$ cat src/rtl/exec_datapath.sv
// exec_datapath
//   Execute datapath for the simple RISC CPU: register file, A/B/C pipeline
//   registers, B-operand shifter, ALU and an {N,V,Z} status register. An
//   internal sequencer walks each command through IDLE/RDA/RDB/EXE/WB so the
//   controller only issues `start` and waits for `done`.
//
// Ports
//   clk, reset_n            clock, asynchronous active-low reset
//   start                   command request, sampled only while idle
//   cmd_mode                00 ALU->rd, 01 CMP (flags only), 10 imm->rd, 11 pc+1->rd
//   cmd_aluop               00 add, 01 sub, 10 and, 11 not B
//   cmd_shift               shift on B register: none, LSL1, LSR1, ASR1
//   cmd_asel, cmd_bsel      force A to zero / take B from cmd_imm
//   cmd_rn, cmd_rm, cmd_rd  source A, source B, destination register
//   cmd_imm, pc             immediate and current program counter
//   busy, done              sequencer status (done is a one-cycle pulse)
//   result, flags           C register and {N,V,Z} status register
//   dbg_sel, dbg_data       combinational register-file read port

module exec_datapath #(
  parameter int WIDTH = 16,
  parameter int NREGS = 8,
  parameter int PCW   = 9,
  localparam int RW   = $clog2(NREGS)
) (
  input  logic             clk,
  input  logic             reset_n,
  input  logic             start,
  input  logic [1:0]       cmd_mode,
  input  logic [1:0]       cmd_aluop,
  input  logic [1:0]       cmd_shift,
  input  logic             cmd_asel,
  input  logic             cmd_bsel,
  input  logic [RW-1:0]    cmd_rn,
  input  logic [RW-1:0]    cmd_rm,
  input  logic [RW-1:0]    cmd_rd,
  input  logic [WIDTH-1:0] cmd_imm,
  input  logic [PCW-1:0]   pc,
  output logic             busy,
  output logic             done,
  output logic [WIDTH-1:0] result,
  output logic [2:0]       flags,
  input  logic [RW-1:0]    dbg_sel,
  output logic [WIDTH-1:0] dbg_data
);

  typedef enum logic [2:0] {
    S_IDLE,
    S_RDA,
    S_RDB,
    S_EXE,
    S_WB
  } state_t;

  state_t state_q, state_d;

  // Latched command fields
  logic [1:0]       mode_q, mode_d;
  logic [1:0]       aluop_q, aluop_d;
  logic [1:0]       shift_q, shift_d;
  logic             asel_q, asel_d;
  logic             bsel_q, bsel_d;
  logic [RW-1:0]    rn_q, rn_d;
  logic [RW-1:0]    rm_q, rm_d;
  logic [RW-1:0]    rd_q, rd_d;
  logic [WIDTH-1:0] imm_q, imm_d;
  logic [PCW-1:0]   pc_q, pc_d;

  // Datapath state
  logic [WIDTH-1:0] a_q, a_d;
  logic [WIDTH-1:0] b_q, b_d;
  logic [WIDTH-1:0] c_q, c_d;
  logic [2:0]       flags_q, flags_d;
  logic [WIDTH-1:0] regs_q [NREGS];
  logic [WIDTH-1:0] regs_d [NREGS];
  logic             busy_q, busy_d;
  logic             done_q, done_d;

  // Operand and ALU nets
  logic [WIDTH-1:0] shifted_b;
  logic [WIDTH-1:0] op_a;
  logic [WIDTH-1:0] op_b;
  logic [WIDTH-1:0] alu_res;
  logic             alu_v;
  logic [PCW-1:0]   pc_inc;
  logic [WIDTH-1:0] wb_val;

  // Shifter, operand muxes and ALU. V compares operand signs against the
  // result sign; for sub the B operand's sign is effectively inverted.
  always_comb begin
    unique case (shift_q)
      2'b01:   shifted_b = {b_q[WIDTH-2:0], 1'b0};
      2'b10:   shifted_b = {1'b0, b_q[WIDTH-1:1]};
      2'b11:   shifted_b = {b_q[WIDTH-1], b_q[WIDTH-1:1]};
      default: shifted_b = b_q;
    endcase
    op_a = asel_q ? '0 : a_q;
    op_b = bsel_q ? imm_q : shifted_b;
    alu_v = 1'b0;
    unique case (aluop_q)
      2'b00: begin
        alu_res = op_a + op_b;
        alu_v   = (op_a[WIDTH-1] == op_b[WIDTH-1]) && (alu_res[WIDTH-1] != op_a[WIDTH-1]);
      end
      2'b01: begin
        alu_res = op_a - op_b;
        alu_v   = (op_a[WIDTH-1] != op_b[WIDTH-1]) && (alu_res[WIDTH-1] != op_a[WIDTH-1]);
      end
      2'b10:   alu_res = op_a & op_b;
      default: alu_res = ~op_b;
    endcase
  end

  // Writeback source; the link value wraps at the PC width before widening.
  always_comb begin
    pc_inc = pc_q + PCW'(1);
    unique case (mode_q)
      2'b10:   wb_val = imm_q;
      2'b11:   wb_val = WIDTH'(pc_inc);
      default: wb_val = c_q;
    endcase
  end

  // Sequencer next-state and datapath register updates. Sources are read in
  // RDA/RDB, so a destination equal to a source still sees the old value.
  always_comb begin
    state_d = state_q;
    mode_d  = mode_q;
    aluop_d = aluop_q;
    shift_d = shift_q;
    asel_d  = asel_q;
    bsel_d  = bsel_q;
    rn_d    = rn_q;
    rm_d    = rm_q;
    rd_d    = rd_q;
    imm_d   = imm_q;
    pc_d    = pc_q;
    a_d     = a_q;
    b_d     = b_q;
    c_d     = c_q;
    flags_d = flags_q;
    regs_d  = regs_q;
    unique case (state_q)
      S_IDLE: begin
        if (start) begin
          mode_d  = cmd_mode;
          aluop_d = cmd_aluop;
          shift_d = cmd_shift;
          asel_d  = cmd_asel;
          bsel_d  = cmd_bsel;
          rn_d    = cmd_rn;
          rm_d    = cmd_rm;
          rd_d    = cmd_rd;
          imm_d   = cmd_imm;
          pc_d    = pc;
          state_d = cmd_mode[1] ? S_WB : S_RDA;
        end
      end
      S_RDA: begin
        a_d     = regs_q[rn_q];
        state_d = S_RDB;
      end
      S_RDB: begin
        b_d     = regs_q[rm_q];
        state_d = S_EXE;
      end
      S_EXE: begin
        c_d = alu_res;
        if (mode_q[0]) begin
          flags_d = {alu_res[WIDTH-1], alu_v, (alu_res == '0)};
          state_d = S_IDLE;
        end else begin
          state_d = S_WB;
        end
      end
      S_WB: begin
        regs_d[rd_q] = wb_val;
        state_d      = S_IDLE;
      end
      default: state_d = S_IDLE;
    endcase
    // Status outputs are registered from the next state so they line up
    // with the state they describe.
    busy_d = (state_d != S_IDLE);
    done_d = (state_d == S_WB) || ((state_d == S_EXE) && mode_d[0]);
  end

  // All state; reset aborts any command in flight without a writeback.
  always_ff @(posedge clk or negedge reset_n) begin
    if (!reset_n) begin
      state_q <= S_IDLE;
      mode_q  <= '0;
      aluop_q <= '0;
      shift_q <= '0;
      asel_q  <= 1'b0;
      bsel_q  <= 1'b0;
      rn_q    <= '0;
      rm_q    <= '0;
      rd_q    <= '0;
      imm_q   <= '0;
      pc_q    <= '0;
      a_q     <= '0;
      b_q     <= '0;
      c_q     <= '0;
      flags_q <= '0;
      regs_q  <= '{default: '0};
      busy_q  <= 1'b0;
      done_q  <= 1'b0;
    end else begin
      state_q <= state_d;
      mode_q  <= mode_d;
      aluop_q <= aluop_d;
      shift_q <= shift_d;
      asel_q  <= asel_d;
      bsel_q  <= bsel_d;
      rn_q    <= rn_d;
      rm_q    <= rm_d;
      rd_q    <= rd_d;
      imm_q   <= imm_d;
      pc_q    <= pc_d;
      a_q     <= a_d;
      b_q     <= b_d;
      c_q     <= c_d;
      flags_q <= flags_d;
      regs_q  <= regs_d;
      busy_q  <= busy_d;
      done_q  <= done_d;
    end
  end

  assign busy     = busy_q;
  assign done     = done_q;
  assign result   = c_q;
  assign flags    = flags_q;
  assign dbg_data = regs_q[dbg_sel];

endmodule
$ cat config.mk
export PLATFORM = sky130hd
export DESIGN_NAME = exec_datapath
export DESIGN_NICKNAME = d
export VERILOG_FILES = /design/src/rtl/exec_datapath.sv
export SDC_FILE = /design/constraint.sdc
export NUM_CORES = 1
export LEC_CHECK = 0
export ABC_AREA = 1
export CAP_MARGIN = 20
export CORE_ASPECT_RATIO = 1.2
export CORE_MARGIN = 3
export CORE_UTILIZATION = 60
export DETAILED_ROUTE_END_ITERATION = 8
export PLACE_DENSITY = 0.83
export SLEW_MARGIN = 20
export SYNTH_ARGS = -nofsm -noshare
export SYNTH_HDL_FRONTEND = slang
export SYNTH_SLANG_ARGS = --single-unit
$ cat constraint.sdc
create_clock -name clk -period 3.2 [get_ports clk]
set_clock_uncertainty 0.2 [all_clocks]
set_input_delay 0.48 -clock clk [delete_from_list [all_inputs] [get_ports clk]]
set_output_delay 0.48 -clock clk [all_outputs]
set_load 0.005 [all_outputs]
* After elaboration in Yosys (flattened, before gate mapping) *
Index checks and enable logic that the tools add are counted.

word-level totals
  bits in registers = 226
  input bits = 48
  output and inout port bits = 37

cells by class
  add/sub/neg operators = 3
  $lt $le $gt $ge = 5
  equal/unequal tests = 17
  muxes and demuxes = 24
  bitwise gates (word level) = 6
  reduce and logical (&&, ||, !) cells = 11

operators with widths
  operator                                                                number
  16-bit binary-select mux with 3-bit select                              3
  16-bit two-way mux                                                      9
  128-bit bitwise mux                                                     1
  16-bit one-hot mux with 3 select lines                                  2
  16-bit demux with 3-bit select                                          1
  16-bit one-hot mux with 2 select lines                                  1
  16-bit adder                                                            1
  16-bit bitwise AND                                                      1
  4-bit >= comparator (second input constant)                             4
  16-bit logical NOT                                                      1
  16-bit NOT                                                              1
  3-bit NOT with 4-bit output                                             4
  16-bit subtractor                                                       1
  3-bit one-hot mux with 4 select lines                                   1
  2-bit equality test (second input constant)                             5
  9-bit by 1-bit adder with 9-bit output (second input constant)          1
  3-bit by 2-bit equality test with 1-bit output (second input constant)  3
  3-bit two-way mux                                                       3
  3-bit equality test (second input constant)                             2
  2-bit by 1-bit equality test with 1-bit output (second input constant)  2
  1-bit logical AND                                                       4
  4-bit by 1-bit < comparator with 1-bit output (second input constant)   1
  2-bit AND reduction                                                     2
  3-bit by 1-bit equality test with 1-bit output (second input constant)  1
  other kinds (8)                                                         11

* Depth between registers and ports, before layout *
  word-level depth = 7
  mapped depth = 24
  depth with buffers taken out = 22

* Worst setup path after synthesis *
OpenSTA, ideal clock, no wires.

  kind = register to register
  from = register shift_q[1]
  to = register flags_q[0] (netlist: flags[0])
  setup time = 0.065 ns
  data arrival time = 2.480 ns
  data required time = 2.935 ns
  slack = 0.455 ns
  stages on the path, launching flop included = 23
  path buffers = 3
  clock period less this slack = 2.745 ns
  cells stage by stage = dfrtp_1 buf_6 nor2_4 buf_6 nand2_1 nand2_1 o21a_1 inv_1 ha_1 buf_6 nor2_1 inv_1 nor2_1 nand3_1 nand3_1 nand2_1 nand3_1 nand3_1 nand2_1 nand2_1 nor2_1 nand3_1 nand2_1

on the way
  word-level cells in the longest chain between the ends = 6
  elaborated cells between the ends (all ways) = 11
  those cells by class = add/sub: 2; eq/ne: 3; mux: 3; bitwise: 2; reduce/logical: 1

RTL lines
  item                                                                                          line  RTL
  start: declaration                                                                            60    logic [1:0] shift_q, shift_d;
  start signal: assignment                                                                      213   shift_q <= shift_d;
  2-bit equality test / 2-bit by 1-bit equality test with 1-bit output (equally long branches)  91    unique case (shift_q)
  16-bit one-hot mux with 3 select lines (*)                                                    91
  16-bit two-way mux (*)                                                                        98    op_b = bsel_q ? imm_q : shifted_b;
  16-bit subtractor, or another cell as far along                                               106   alu_res = op_a - op_b;
  16-bit one-hot mux with 3 select lines (*)                                                    100   unique case (aluop_q)
  16-bit logical NOT (*)                                                                        170   flags_d = {alu_res[WIDTH-1], alu_v, (alu_res == '0)};
  end signal: assignment                                                                        224   flags_q <= flags_d;
  end: declaration                                                                              73    logic [2:0] flags_q, flags_d;

Mark *: on every way between the ends. The rest lies on a longest branch, timed or not.
A chain may end at the register's enable or synchronous reset.

* Final worst setup path *
  from = input port dbg_sel[1]
  to = output port dbg_data[4]

on the way
  word-level cells in the longest chain between the ends = 4

RTL lines
  item                                                    line  RTL
  start: declaration                                      43    input logic [RW-1:0] dbg_sel,
  3-bit NOT with 4-bit output (implied by the code)       235   assign dbg_data = regs_q[dbg_sel];
  16-bit binary-select mux with 3-bit select              235
  16-bit two-way mux (implied by the code) (2 in series)  235
  end: declaration                                        44    output logic [WIDTH-1:0] dbg_data

Every way passes these cells. The select of a mux whose other input is x is not followed.

==> key figures <==
Run status
  • Outcome: completed

Critical path
  • WS Path Type: primary input to output port
  • CP max stage cell: clkdlybuf4s50_1
  • CP Data Arrival Time: 2.44 ns
  • CP Launch Type: primary input
  • Req. time, crit path: 2.52 ns
  • CP cell instances: buf_2 -> clkinv_1 -> a21oi_1 -> o21ai_0 -> a31oi_1 -> clkdlybuf4s50_1
  • Crit path largest cell delay: ~0.6 ns
  • CP Capture Type: output port
  • CP max FO: 11

STA
  • Final setup violation count: 0
  • Final hold viol count: 0
  • Period utilisation layout: 0.974
  • Final Worst Setup Slack: 0.0839 ns
  • Min cycle time layout: 3.12 ns
  • Slew @ Worst Pin: between 1 and 1.5 ns
  • Final Max Slew Viols: 0
  • Setup_tns: 0 ns
  • Top achievable clock speed: 321 MHz
  • Slew HR: 0.216
  • RSZ-0062 raised after global routing: true

Power and ir drop
  • Flop pwr share: 0.229
  • Net switching share of the total power: 0.496
  • Max VDD drop: a little under 0.8 mV
  • PnR Total Power: 0.0217 W
  • Sw Pwr: 0.0108 W
  • Clk network pwr share: 0.157
  • Combinational share of power: 0.614
  • Leakage power: 7.98 nW
  • Pwr/cell area: between 1000 and 1500 mW/mm²
  • Internal: around 0.011 W

Clock tree
  • H-tree depth: 1
  • TritonCTS Buffers: 25
  • CTS Buffer Depth: 3
  • Clk sinks: 226
  • Clock-pin slew on the worst setup and hold paths: ~0.07 ns
  • Root buffer cell: clkbuf_16
  • CTS tree: yes
  • Worst skew pair latency: approximately 0.55 ns

Logic synthesis
  • Top_reg_cell synth: dfrtp_1
  • Cell count after synthesis: approximately 2,100
  • Post-Syn Area: about 0.015 mm²
  • Seq cells post-synth: approximately 230
  • Seq/Total Area, Yosys: 0.386
  • Yosys warning count: 0
  • Number of synthesized flops with an enable pin: 0
  • Asr flop ratio synth: 1.00
  • Yosys cell types: between 40 and 50
  • Synth Net Count: 2,206
  • Mapped Avg Cell Area: 6.91 µm²

Layout
  • Register Area: 0.00566 mm²
  • Synth-to-layout area growth: 18.6%
  • Fill cells: a little under 2,000
  • Area of the multi-input gates: just under 0.008 mm²
  • Antenna cell count: 0
  • Fraction of layout cells with a size suffix above 1: 0.118
  • Nets: 2,293

Routing
  • Initial drt markers: 2,018
  • Routed WL per cell: 20.5 µm
  • Remaining DRCs: 0
  • Final WL: 52,400 µm
  • Vias per Instance: 6.29
  • Initial DRT Pass Iterations: 8
  • Routed Antenna Nets: 0
  • Vias: about 16,000

Placement
  • Post-Place Worst Slack: -0.00898 ns
  • Port Buffer Count: 84
  • DPL Wire Length: 36,200 µm
  • Placer Congestion: approximately 1.1

Global routing
  • Gr usage total: 0.389
  • Largest net degree at the start of global routing: 93
  • First-pass GRT wire length: 81,200 µm
  • Number of global-route vias before repair: 15,096
  • Initial antenna violation count: 1
  • Congestion Overflow GR: 0

Floorplanning
  • Core area: between 0.02 and 0.025 mm²
  • Die Ht: 177 µm
  • Row count: between 60 and 70
  • Ports: between 80 and 90
  • Initial Util: 0.612
  • Die ar.: roughly 0.026 mm²
  • Die width: 149 µm

Flow run
  • Max_cap viols: 0

Worst hold path
  • HP Class: primary input to flop
[placed cells by master, fill, tap and decap left out, types with 4 or more instances in the layout]
master / netlist / routed
nand2_1: 496 / 493
o21ai_0: 343 / 341
dfrtp_1: 226 / 221
inv_1: 222 / 218
a21oi_1: 188 / 188
nand3_1: 159 / 158
nor2_1: 113 / 97
buf_4: 6 / 97
clkdlybuf4s50_1: 0 / 81
o211ai_1: 43 / 43
inv_2: 24 / 28
clkbuf_16: 0 / 25
o21ai_1: 18 / 20
ha_1: 32 / 20
nor2_2: 4 / 19
a31oi_1: 18 / 18
o22ai_1: 18 / 15
nand2_2: 14 / 15
nand4_1: 15 / 15
a221oi_1: 11 / 11
ha_4: 0 / 7
bufinv_16: 0 / 7
buf_12: 0 / 7
nand3_2: 5 / 6
clkbuf_8: 0 / 6
o21a_1: 6 / 5
clkinv_1: 6 / 5
nor3_1: 5 / 5
ha_2: 0 / 5
dfrtp_2: 0 / 5
nor2_4: 3 / 4
[layout make-up]
cell class,count,share of cell area
clock buffers,32,0.0409
clock inverters,13,0.0154
multi-input cells,1515,0.441
repair buffers,189,0.0985
well taps,320,0.0230
flip-flops and latches,226,0.325
inverters,254,0.0553
[worst max-delay path, delay by kind of cell]
kind,cells,cell delay (ns)
AOI/OAI and AO/OA,3,0.82
buffers and inverters,3,1.12
[cell families (layout without fill, tap and decap cells)]
logic type	after synthesis	in the layout	synth area share
AND/OR/NAND/NOR	823	823	0.236
adder cells (fa/ha/maj)	34	34	0.0300
XOR/XNOR	1	1	0.000597
AO/OA/AOI/OAI	657	657	0.243
flip-flops	226	226	0.386
buffers and inverters	383	488	0.104
[metal layers]
metal	up-vias	GRT usage	share of wire	wire length [µm]
met5	-	0	0	0
met4	0	0.217	0.066	3480
met3	268	0.0700	0.11	5510
met2	1106	0.649	0.47	24500
met1	7418	0.479	0.36	18800
li1	7238	-	-	-
[per-stage QoR]
| stage | std cells | utilization | area, µm² | hold WS, ns |
|---|---|---|---|---|
| after floorplan | 2124 | - | 14700 | -0.0156 |
| after global placement | 2500 | 0.676 | 16200 | 0.269 |
| after detailed placement | 2500 | 0.676 | 16200 | 0.273 |
| after CTS | 2546 | 0.717 | 17200 | 0.258 |
| after global routing | 2549 | 0.726 | 17400 | 0.287 |
| final | 2549 | 0.726 | 17400 | 0.276 |
[flip-flops by register name (all words and copies together), names as in the netlist, 2 cells and up]
name	cells
rd_q	3
flags	3
regs_q	128
aluop_q	2
pc_q	9
rn_q	3
rm_q	3
shift_q	2
b_q	16
a_q	16
mode_q	2
result	16
imm_q	16
state_q	3
[cell usage after synthesis, drive strengths merged (3+ instances only)]
cell,count,area (µm²)
clkinv,6,22.5
nand4,15,93.8
inv,248,936
dfrtp,226,5660
o21a,6,45.0
nor2,120,483
ha,32,400
o211ai,45,348
nor3,7,45.0
a31oi,18,113
o221ai,3,38.8
a221oi,13,126
nand2,510,1950
nand3,164,846
a21oi,189,950
o22ai,18,113
o21ai,363,1820
buf,38,230
clkbuf,91,342
[path summary, 6_finish.rpt]
kind,startpoint,endpoint,slack (ns),cells past startpoint
setup / recovery,dbg_sel[1],dbg_data[4],0.08,6
hold / removal,pc[0],pc_q[0],0.28,3
setup reg to reg,shift_q[0],flags[0],0.11,18
hold reg to reg,regs_q[18],regs_q[18],0.28,2
max in group asynchronous,reset_n,rm_q[0],1.72,3
min in group asynchronous,reset_n,pc_q[0],0.30,2
[power groups by stage]
| stage | Sequential (W) | Combinational, W | Clock, W |
|---|---|---|---|
| 2_1_floorplan | 0.00460 | 0.00799 | 0 |
| 3_3_place_gp | 0.00488 | 0.0121 | 0 |
| 3_5_place_dp | 0.00492 | 0.0123 | 0 |
| 4_1_cts | 0.00489 | 0.0124 | 0.00342 |
| 5_1_grt | 0.00506 | 0.0144 | 0.00353 |
| 6_report | 0.00496 | 0.0133 | 0.00341 |
[repair_timing]
action,in CTS,in global routing
endpoints found under the hold margin,71,0
setup buffers,0,3
resized for setup,4,48
hold buffers,1,0
pin swaps,0,11
setup endpoints to repair,1,14
gates cloned,0,0
No activity file was read; power rests on OpenSTA's default activity.
